**src/rtl/lbdr_pkg.sv**
```systemverilog
// lbdr_pkg: flit_id encodings, flit field geometry and packet FSM state shared by the input FIFO slice
package lbdr_pkg;
   localparam logic [2:0] HEADER  = 3'b001;
   localparam logic [2:0] PAYLOAD = 3'b010;
   localparam logic [2:0] TAIL    = 3'b100;
   localparam int ID_W   = 3;
   localparam int ADDR_W = 4;
   typedef enum logic {IDLE, IN_PKT} pkt_state_t;
endpackage

```
**src/rtl/lbdr_pkt_checker.sv**
```systemverilog
// lbdr_pkt_checker: write-side packet framing FSM; only flits that continue a legal HEADER..TAIL sequence are stored
module lbdr_pkt_checker
   import lbdr_pkg::*;
(
   input  logic            clk,
   input  logic            rst,
   input  logic            wr_try,
   input  logic [ID_W-1:0] flit_id,
   output logic            legal,
   output logic            err
);
   pkt_state_t state_q, state_d;
   logic       err_q;
   // state register
   always_ff @(posedge clk)
      state_q <= rst ? IDLE : state_d;
   // next state: advance only on a stored flit, TAIL closes the packet
   always_comb begin
      state_d = state_q;
      if (wr_try && legal)
         state_d = (state_q == IDLE) ? IN_PKT : ((flit_id == TAIL) ? IDLE : IN_PKT);
   end
   // legality of the offered flit in the current state
   always_comb
      legal = (state_q == IDLE) ? (flit_id == HEADER) : (flit_id == PAYLOAD || flit_id == TAIL);
   // error pulse one cycle after a rejected non-full write
   always_ff @(posedge clk)
      err_q <= !rst && wr_try && !legal;
   assign err = err_q;
endmodule

```
**src/rtl/lbdr_input_fifo.sv**
```systemverilog
// lbdr_input_fifo: show-ahead per-port flit FIFO feeding LBDR, with credit return; packet framing check under LBDR_FIFO_PKT_CHECK_EN
module lbdr_input_fifo
   import lbdr_pkg::*;
#(
   parameter int FLIT_W = 32,
   parameter int DEPTH  = 4
) (
   input  logic              clk,
   input  logic              rst,
   input  logic              wr_en,
   input  logic [FLIT_W-1:0] wr_flit,
   input  logic              rd_en,
   output logic [FLIT_W-1:0] flit_out,
   output logic [ID_W-1:0]   flit_id,
   output logic [ADDR_W-1:0] dst_addr,
   output logic              empty,
   output logic              full,
   output logic              credit_out,
   output logic              ovf,
   output logic              err
);
   localparam int PTR_W = $clog2(DEPTH);
   logic [FLIT_W-1:0] mem_q [DEPTH];
   logic [PTR_W:0]    wr_ptr_q, wr_ptr_d, rd_ptr_q, rd_ptr_d;
   logic              credit_q, ovf_q;
   logic              wr_try, wr_acc, rd_pop, legal;
   assign empty    = (wr_ptr_q == rd_ptr_q);
   assign full     = (wr_ptr_q[PTR_W-1:0] == rd_ptr_q[PTR_W-1:0]) && (wr_ptr_q[PTR_W] != rd_ptr_q[PTR_W]);
   assign wr_try   = !rst && wr_en && !full;
   assign wr_acc   = wr_try && legal;
   assign rd_pop   = !rst && rd_en && !empty;
   assign flit_out = mem_q[rd_ptr_q[PTR_W-1:0]];
   assign flit_id  = flit_out[FLIT_W-1 -: ID_W];
   assign dst_addr = flit_out[ADDR_W-1:0];
   assign credit_out = credit_q;
   assign ovf        = ovf_q;
`ifdef LBDR_FIFO_PKT_CHECK_EN
   lbdr_pkt_checker u_chk (
      .clk     (clk),
      .rst     (rst),
      .wr_try  (wr_try),
      .flit_id (wr_flit[FLIT_W-1 -: ID_W]),
      .legal   (legal),
      .err     (err)
   );
`else
   assign legal = 1'b1;
   assign err   = 1'b0;
`endif
   // pointer advance; the extra MSB distinguishes full from empty
   always_comb begin
      wr_ptr_d = wr_acc ? wr_ptr_q + 1'b1 : wr_ptr_q;
      rd_ptr_d = rd_pop ? rd_ptr_q + 1'b1 : rd_ptr_q;
   end
   // pointer and pulse registers; reset discards contents by collapsing the pointers
   always_ff @(posedge clk) begin
      wr_ptr_q <= rst ? '0 : wr_ptr_d;
      rd_ptr_q <= rst ? '0 : rd_ptr_d;
      credit_q <= rd_pop;
      ovf_q    <= !rst && wr_en && full;
   end
   // flit storage, intentionally not cleared by reset
   always_ff @(posedge clk)
      if (wr_acc) mem_q[wr_ptr_q[PTR_W-1:0]] <= wr_flit;
endmodule

```
**config.mk**
```make
export PLATFORM = sky130hd
export DESIGN_NAME = lbdr_input_fifo
export DESIGN_NICKNAME = d
export VERILOG_FILES = /design/src/rtl/lbdr_pkg.sv /design/src/rtl/lbdr_pkt_checker.sv /design/src/rtl/lbdr_input_fifo.sv
export SDC_FILE = /design/constraint.sdc
export NUM_CORES = 1
export LEC_CHECK = 0
export ABC_AREA = 1
export CAP_MARGIN = 10
export CORE_MARGIN = 2
export CORE_UTILIZATION = 40
export CTS_CLUSTER_SIZE = 14
export DETAILED_ROUTE_END_ITERATION = 8
export GPL_TIMING_DRIVEN = 0
export PLACE_DENSITY_LB_ADDON = 0.25
export SYNTH_ARGS = -nofsm -noshare
export SYNTH_HDL_FRONTEND = slang
export SYNTH_HIERARCHICAL = 1
export SYNTH_SLANG_ARGS = --single-unit
```
**constraint.sdc**
```tcl
create_clock -name clk -period 2.8 [get_ports clk]
set_input_delay 0.42 -clock clk [delete_from_list [all_inputs] [get_ports clk]]
set_output_delay 0.42 -clock clk [all_outputs]
set_load 0.005 [all_outputs]
```
==> out/results.ini, run 1 <==
[status]
status = finished, final reports clean

[final_layout]
fin_area_um2 = 6970
synthToLayoutAreaGrowth_pct = 29.4
n_fill_cell = 1120
diodes = 0
layout-drive-gt1-share_pct = 13.3
nNetsFinal = 538
instances_no_fill = 686

[sta]
hold_violations = 0
period_minus_slack_ps = 2620
worst_pin_slew_ps = 811
period_share_pct = 93.5
rsz0062_at_grt = false
final_max_slew_viol_count = 0
tns_ps = 0
slew_headroom_pct = 45.8
fmaxAchievable_mhz = 382
fin_skew_ps = 7.53
finalSetupViolCount = 0

[critical_path]
r2r_end = mem_q[1][4]$_DFFE_PP_
r2r_start = wr_ptr_q[0]$_SDFFE_PP0P_
worstPathMaxFanout = 10
cp_data_arrival_time_ps = 2200
cp_data_required_time_ps = 2380
path_class = register to output port
worst_setup_path_start_kind = register
r2r_cells = 7
end_kind = output port
r2r_slack_ps = 830

[synth]
synthFlopType = edfxtp_1
synth_edf_count = 128
synth_most_common_cell = edfxtp_1
synth_nets = 439
async_flop_share_pct = 0
synth_area_leaders = edfxtp_1 71%, nor2_1 5.2%, o21ai_0 3.9%, dfxtp_1 3.7%, o22ai_1 3.7%
yosys_register_bits = 138
synthCells = 398
yosysTopAreaCell = edfxtp_1
syn-cell-area_um2 = 5380
syn-mean-instance-area_um2 = 13.5
yosysSeqAreaShare_pct = 75.1
ys_types = 23
yosys-top-cells-count = 128 x edfxtp_1, 75 x nor2_1, 42 x o21ai_0
ys_warn_count = 6
synth.top_cell.area_share_pct = 71.4

[die]
num_rows = 42
core_um2 = 13200
io-pin-count = 80
die_area_um2 = 14400
fp.dieW_um = 120
die_h_um = 120
start_util_pct = 40.8

[worst_hold_path]
hold_depth = 2
min_to = wr_ptr_q[2]$_SDFFE_PP0P_
worstHoldStart = wr_ptr_q[2]$_SDFFE_PP0P_
hold_path.class = register to register

[clock_network]
clk_path_buf_depth = 2
cts.sinks = 138
holdBufCountCts = 0
clk_pin_slew_ps = 60
tritoncts = built
cts_root_buffer = clkbuf_16
ctsHtreeMaxLevel = 4
post_cts_buffers = 0
cts_resized = 0
cts_buffers = 17
clk_latency_ps = 410

[placed_design]
port_buffers = 78
place.gp.congestion = 0.721
place_area_um2 = 6470
dp.cells = 655
hpwlAfterDp_um = 6860

[routing]
wl_per_cell_um = 16.2
routed_wl_um = 11100
first_pass_iters = 4
detail-route-antenna-nets = 0
drc = 0
vias = 3409
drt_iter0_markers = 189
vias_per_cell = 4.97

[pwr]
p_switching_w = 0.000992
seqPwrFrac_pct = 50.1
power_switching_share_pct = 21.4
pwr-share-clk_pct = 40.2
p_per_area_nw_per_um2 = 666
leakagePower_nw = 2.43
peakVddDrop_v = 0.000274
comb_power_share_pct = 9.7
internal-power_w = 0.00365

[global_routing]
antenna_found_initial = 0
grt_usage_pct = 16.3
grt_max_degree = 33
overflow = 0
grt_pass1_vias = 3341
grt_pass1_wl_um = 17300

[run]
maxCapViolCount = 0

==> area by class of cell <==
class	instances	area (µm²)	share of cell area [%]
plain buffers	26	183	2.62
clock buffers	21	440	6.32
clock inverters	11	56.3	0.808
inverters	19	77.6	1.11
multi-input cells	214	1100	15.7
flip-flops and latches	138	4040	58.1
well taps	176	220	3.16
repair buffers	81	848	12.2
==> cell usage in the layout (no fill, tap or decap), drive strengths merged <==
master,n
a21oi,4
and3,1
buf,28
clkbuf,22
clkdlybuf4s50,78
clkinv,9
clkinvlp,3
conb,1
dfxtp,10
edfxtp,128
ha,5
inv,18
nand2,23
nand3,9
nor2,75
o21ai,64
o22ai,32
==> layer usage <==
layer / up-vias / GRT usage (%) / wire (µm)
met4: 0 / 5.74 / 144
met1: 1670 / 20.2 / 4770
met5: - / 0 / 0
li1: 1640 / - / -
met2: 87 / 27.0 / 5640
met3: 12 / 5.23 / 568
==> stage by stage <==
step	total power (W)	setup WS [ps]	hold slack, ps	util [%]
after global routing	0.00480	29.8	574	52.8
after CTS	0.00468	145	547	52.8
after global placement	0.00280	-1380	521	48.4
final	0.00464	182	545	52.8
after floorplan	0.00255	219	485	-
after detailed placement	0.00282	383	540	49.1
==> state kept, by name (all words and copies together) (netlist names), named ones only <==
| register | count |
|---|---|
| mem_q | 128 |
| rd_ptr_q | 3 |
| wr_ptr_q | 3 |
| credit_out | 1 |
| ovf | 1 |
==> worst max path at each step <==
stage                             endpoint  depth (start not counted)
floorplan            mem_q[1][0]$_DFFE_PP_                          6
global placement    mem_q[0][16]$_DFFE_PP_                          6
detailed placement  mem_q[3][16]$_DFFE_PP_                          6
CTS                           flit_out[29]                          6
global route                  flit_out[30]                          6
finish                         flit_out[1]                          6
==> power groups by stage <==
stage | Sequential, W | Combinational [W] | Clock (W)
final | 0.00232 | 0.000452 | 0.00187
after CTS | 0.00232 | 0.000459 | 0.00190
after global routing | 0.00233 | 0.000493 | 0.00198
after floorplan | 0.00236 | 0.000190 | 0
after global placement | 0.00237 | 0.000438 | 0
after detailed placement | 0.00236 | 0.000458 | 0
==> logic make-up (layout without fill, tap and decap cells) <==
logic type | Yosys count | in the layout | synth area share (%)
DFF | 138 | 138 | 75.1
and+or+nand+nor | 108 | 108 | 8.67
AOI/OAI and AO/OA | 100 | 100 | 10.0
buffers and inverters | 46 | 158 | 4.91
adders and majority gates | 5 | 5 | 1.16
other | 1 | 1 | 0.0697
==> critical path, cell delays in order (launching register included) <==
cell             delay, ps
dfxtp_1                340
buf_6                  150
buf_2                  260
nor2_1                  80
o22ai_1                280
buf_4                  170
clkdlybuf4s50_1        490
No activity file was read; power rests on OpenSTA's default activity.
==> inputs of run 2 (changes only) <==
--- a/config.mk
+++ b/config.mk
@@ -13,6 +13,9 @@
 export DETAILED_ROUTE_END_ITERATION = 8
 export GPL_TIMING_DRIVEN = 0
 export PLACE_DENSITY_LB_ADDON = 0.25
+export RECOVER_POWER = 25
+export SETUP_SLACK_MARGIN = 0.3
+export SKIP_CTS_REPAIR_TIMING = 1
 export SYNTH_ARGS = -nofsm -noshare
 export SYNTH_HDL_FRONTEND = slang
 export SYNTH_HIERARCHICAL = 1
==> run 2 against run 1 <==
Compared with the run above:
- non-clock buffer count is 3 higher
- first-iteration DRC count is 12% higher
- critical path depth is 1 higher
- maximum frequency is 8.0% higher
- count of clock-buffer cells in the layout stayed put
- hold slack hardly changed
- core utilization is 0.83 points higher
- sequential share of layout area is 0.87 points lower
- largest power group unchanged
- critical endpoint unchanged
- largest cell class unchanged
- cell count is 0.58% higher
- combinational power is 3% higher
- sequential power hardly changed
==> out/results.ini, run 2 (synthesis results as in run 1) <==
[clock_network]
cts_buffers = 17
clk_latency_ps = 410
tritoncts = built
ctsHtreeMaxLevel = 4
clk_path_buf_depth = 2
clk_pin_slew_ps = 60
cts_root_buffer = clkbuf_16
cts.sinks = 138

[routing]
routed_wl_um = 11300
drt_iter0_markers = 212
drc = 0
first_pass_iters = 4
detail-route-antenna-nets = 0
wl_per_cell_um = 16.3
vias_per_cell = 4.96
vias = 3424

[critical_path]
r2r_slack_ps = 820
r2r_end = mem_q[1][11]$_DFFE_PP_
end_kind = output port
path_class = register to output port
critical-path-slowest-cell = clkdlybuf4s50_1
cp_cell_sequence = buf_6, inv_8, buf_8, nor2_1, o22ai_2, buf_4, clkdlybuf4s50_1
cp_data_arrival_time_ps = 2000
cpPeakStageDelay_ps = 490
r2r_start = wr_ptr_q[0]$_SDFFE_PP0P_
worstPathMaxFanout = 10
r2r_cells = 7
worst_setup_path_start_kind = register
cp_data_required_time_ps = 2380

[die]
die_area_um2 = 14400
core_um2 = 13200
start_util_pct = 40.8
num_rows = 42
io-pin-count = 80
fp.dieW_um = 120
die_h_um = 120

[sta]
worst_pin_slew_ps = 825
hold_violations = 0
slew_headroom_pct = 44.9
fmaxAchievable_mhz = 413
tns_ps = 0
hold_ws_ps = 545
rsz0062_at_grt = true
final_max_slew_viol_count = 0
finalSetupViolCount = 0
period_share_pct = 86.5
fin_ws_ps = 377
fin_skew_ps = 7.25
period_minus_slack_ps = 2420

[run]
maxCapViolCount = 0

[placed_design]
hpwlAfterDp_um = 6860
pre_cts_slack_ps = 383
place_area_um2 = 6470
place.gp.congestion = 0.721
port_buffers = 78
dp.cells = 655

[final_layout]
n_fill_cell = 1112
largest_reg_flops = 128
layout-drive-gt1-share_pct = 15.8
final_common_cell = edfxtp_1
synthToLayoutAreaGrowth_pct = 31.5
nNetsFinal = 541
most-common-layout-cells = 128 x edfxtp_1, 72 x nor2_1, 58 x clkdlybuf4s50_1
fin_area_um2 = 7080
instances_no_fill = 690

[worst_hold_path]
hold_depth = 2
hold_path.class = register to register
worstHoldStart = wr_ptr_q[2]$_SDFFE_PP0P_
min_to = wr_ptr_q[2]$_SDFFE_PP0P_

[global_routing]
antenna_found_initial = 1
grt_pass1_wl_um = 17300
grt_usage_pct = 16.4
grt_pass1_vias = 3343
grt_max_degree = 33
overflow = 0

[pwr]
p_per_area_nw_per_um2 = 658
leakagePower_nw = 2.47
peakVddDrop_v = 0.000342

[status]
status = finished, final reports clean

-- run 2: changes by cell type in the layout (fill, tap and decap cells not counted), moves of 2 or more --
cell	delta
o22ai_1	-7
buf_2	-5
o21ai_1	+3
buf_8	+3
clkdlybuf4s50_1	-20
o22ai_2	+7
dfxtp_2	+2
o21ai_0	-3
dfxtp_1	-2
clkbuf_4	+3
dlygate4sd3_1	+20
buf_4	+2
-- run 2: final cells by class --
| type | instances | area [µm²] | share of cell area, % |
|---|---|---|---|
| tap | 176 | 220 | 3.11 |
| timing repair buffer | 83 | 861 | 12.2 |
| inverter | 19 | 80.1 | 1.13 |
| clock inverter | 11 | 56.3 | 0.796 |
| buffer | 27 | 229 | 3.24 |
| sequential | 138 | 4050 | 57.2 |
| antenna | 1 | 2.50 | 0.0354 |
| clock buffer | 21 | 440 | 6.22 |
| multi-input combinational | 214 | 1140 | 16.1 |
-- run 2: worst max-delay path: cells and delay by family, from the launching register on --
kind	cells	cell delay, ps
AO/OA/AOI/OAI	1	210
flip-flops	1	330
AND/OR/NAND/NOR	1	50
buffers and inverters	5	990
-- run 2: worst max-delay path by stage --
| stage | start | endpoint | slack (ps) |
|---|---|---|---|
| 2_1_floorplan | wr_ptr_q[0]$_SDFFE_PP0P_ | mem_q[1][0]$_DFFE_PP_ | 220 |
| 3_3_place_gp | rst | mem_q[0][16]$_DFFE_PP_ | -1380 |
| 3_5_place_dp | rst | mem_q[3][16]$_DFFE_PP_ | 380 |
| 4_1_cts | register | flit_out[2] | -10 |
| 5_1_grt | register | flit_out[2] | 290 |
| 6_report | register | flit_out[1] | 380 |
-- run 2: stage by stage --
| step | util [%] | power [W] |
|---|---|---|
| 5_1_grt | 53.6 | 0.00481 |
| 3_3_place_gp | 48.4 | 0.00280 |
| 3_5_place_dp | 49.1 | 0.00282 |
| 4_1_cts | 52.8 | 0.00468 |
| 6_report | 53.6 | 0.00465 |
| 2_1_floorplan | - | 0.00255 |
-- run 2: layer usage --
layer  track usage (%)  vias to the layer above  wire [µm]
li1                  -                     1647          -
met1              20.2                     1660       4730
met2              27.1                      103       5610
met3              5.23                       14        759
met4              5.74                        0        157
met5                 0                        -          0
-- run 2: power breakdown --
group	switching [W]	internal (W)
sequential	0.0000158	0.00231
clock	0.000760	0.00111
combinational	0.000222	0.000242
total	0.000998	0.00366
==> inputs of run 3 (changes only) <==
--- a/config.mk
+++ b/config.mk
@@ -12,6 +12,7 @@
 export CTS_CLUSTER_SIZE = 14
 export DETAILED_ROUTE_END_ITERATION = 8
 export GPL_TIMING_DRIVEN = 0
+export MAX_ROUTING_LAYER = met4
 export PLACE_DENSITY_LB_ADDON = 0.25
 export RECOVER_POWER = 25
 export SETUP_SLACK_MARGIN = 0.3
==> run 3 against run 2 <==
Compared with the run above:
- maximum frequency decreased by 0.21%
- sequential power about the same
- via count down 0.20%
- first-iteration DRC count down 16%
- sequential cell count unchanged
- clock skew hardly changed
- wire length is 0.20% lower
- cell count stayed put
- count of clock-buffer cells in the layout unchanged
- sequential share of layout area unchanged
- register-to-register slack hardly changed
- total power barely moved
- critical endpoint is now flit_out[2]
- largest power group unchanged
==> out/results.ini, run 3 (synthesis results as in run 1) <==
[routing]
drt_iter0_markers = 178
first_pass_iters = 4
wl_per_cell_um = 16.3
vias_per_cell = 4.95
vias = 3417
routed_wl_um = 11200
detail-route-antenna-nets = 0
drc = 0

[sta]
worst_pin_slew_ps = 821
fmaxAchievable_mhz = 412
fin_ws_ps = 372
tns_ps = 0
rsz0062_at_grt = true
hold_violations = 0
period_minus_slack_ps = 2430
fin_skew_ps = 7.16
period_share_pct = 86.7
slew_headroom_pct = 45.2
finalSetupViolCount = 0
final_max_slew_viol_count = 0

[final_layout]
synthToLayoutAreaGrowth_pct = 31.5
fin_area_um2 = 7080
final_common_cell = edfxtp_1
utilization_pct = 53.6
most-common-layout-cells = 128 x edfxtp_1, 72 x nor2_1, 58 x clkdlybuf4s50_1
layout-drive-gt1-share_pct = 15.8
largest_reg_flops = 128
nNetsFinal = 541

[pwr]
power.total_w = 0.00465
peakVddDrop_v = 0.000342
leakagePower_nw = 2.47
p_per_area_nw_per_um2 = 658

[clock_network]
clk_pin_slew_ps = 60
cts_root_buffer = clkbuf_16
cts.sinks = 138
ctsHtreeMaxLevel = 4
clk_latency_ps = 410
clk_path_buf_depth = 2
tritoncts = built
cts_buffers = 17

[placed_design]
hpwlAfterDp_um = 6860
port_buffers = 78
pre_cts_slack_ps = 383
place_area_um2 = 6470
place.gp.congestion = 0.730

[global_routing]
overflow = 0
grt_max_degree = 33
grt_pass1_vias = 3344
grt_usage_pct = 16.9
grt_pass1_wl_um = 17300
antenna_found_initial = 1

[die]
die_area_um2 = 14400
die_h_um = 120
fp.dieW_um = 120
start_util_pct = 40.8
core_um2 = 13200
io-pin-count = 80
num_rows = 42

[status]
status = finished, final reports clean

[critical_path]
cp_data_arrival_time_ps = 2010
worst_setup_path_start_kind = register
path_class = register to output port
end_kind = output port
cp_data_required_time_ps = 2380
worstPathMaxFanout = 10

[run]
maxCapViolCount = 0

[worst_hold_path]
hold_path.class = register to register

[run 3: cell counts in the layout (fill, tap and decap cells not counted)]
Identical to the previous run, type by type.
[run 3: worst max-delay path: stages, from the launching register on]
cell and delay, ps:
dfxtp_2 330, buf_6 140, inv_8 90, buf_8 130, nor2_1 50, o22ai_2 210
buf_4 160, clkdlybuf4s50_1 490
[run 3: stage by stage]
stage	hold WS, ps	std cells
3_3_place_gp	521	652
4_1_cts	547	687
2_1_floorplan	485	398
6_report	545	690
5_1_grt	574	690
3_5_place_dp	540	655
[run 3: metal layers]
layer  global-route usage (%)  wire length [µm]  vias to the layer above
met4                     6.84               199                        0
met3                     4.71               577                       18
met1                     20.1              4850                     1657
li1                         -                 -                     1650
met2                     27.2              5620                       92
met5                        -                 0                        -
[run 3: final cells by class]
type / instances / area (µm²)
Timing Repair Buffer: 83 / 861
Multi-Input combinational cell: 214 / 1140
Clock inverter: 11 / 56.3
Sequential cell: 138 / 4050
Clock buffer: 21 / 440
Fill cell: 1112 / 6110
Inverter: 19 / 80.1
Buffer: 27 / 229
Antenna cell: 1 / 2.50
Tap cell: 176 / 220
[run 3: worst paths after layout]
check | startpoint | end | slack, ps | depth (start not counted)
min reg2reg | wr_ptr_q[2]$_SDFFE_PP0P_ | wr_ptr_q[2]$_SDFFE_PP0P_ | 540 | 2
max | register | flit_out[2] | 370 | 7
max reg2reg | wr_ptr_q[0]$_SDFFE_PP0P_ | mem_q[1][4]$_DFFE_PP_ | 830 | 7
min | wr_ptr_q[2]$_SDFFE_PP0P_ | wr_ptr_q[2]$_SDFFE_PP0P_ | 540 | 2
[run 3: power by group]
group	internal, W	leakage, nW	switching, W
combinational	0.000242	0.994	0.000223
sequential	0.00231	1.24	0.0000158
clock	0.00111	0.234	0.000759
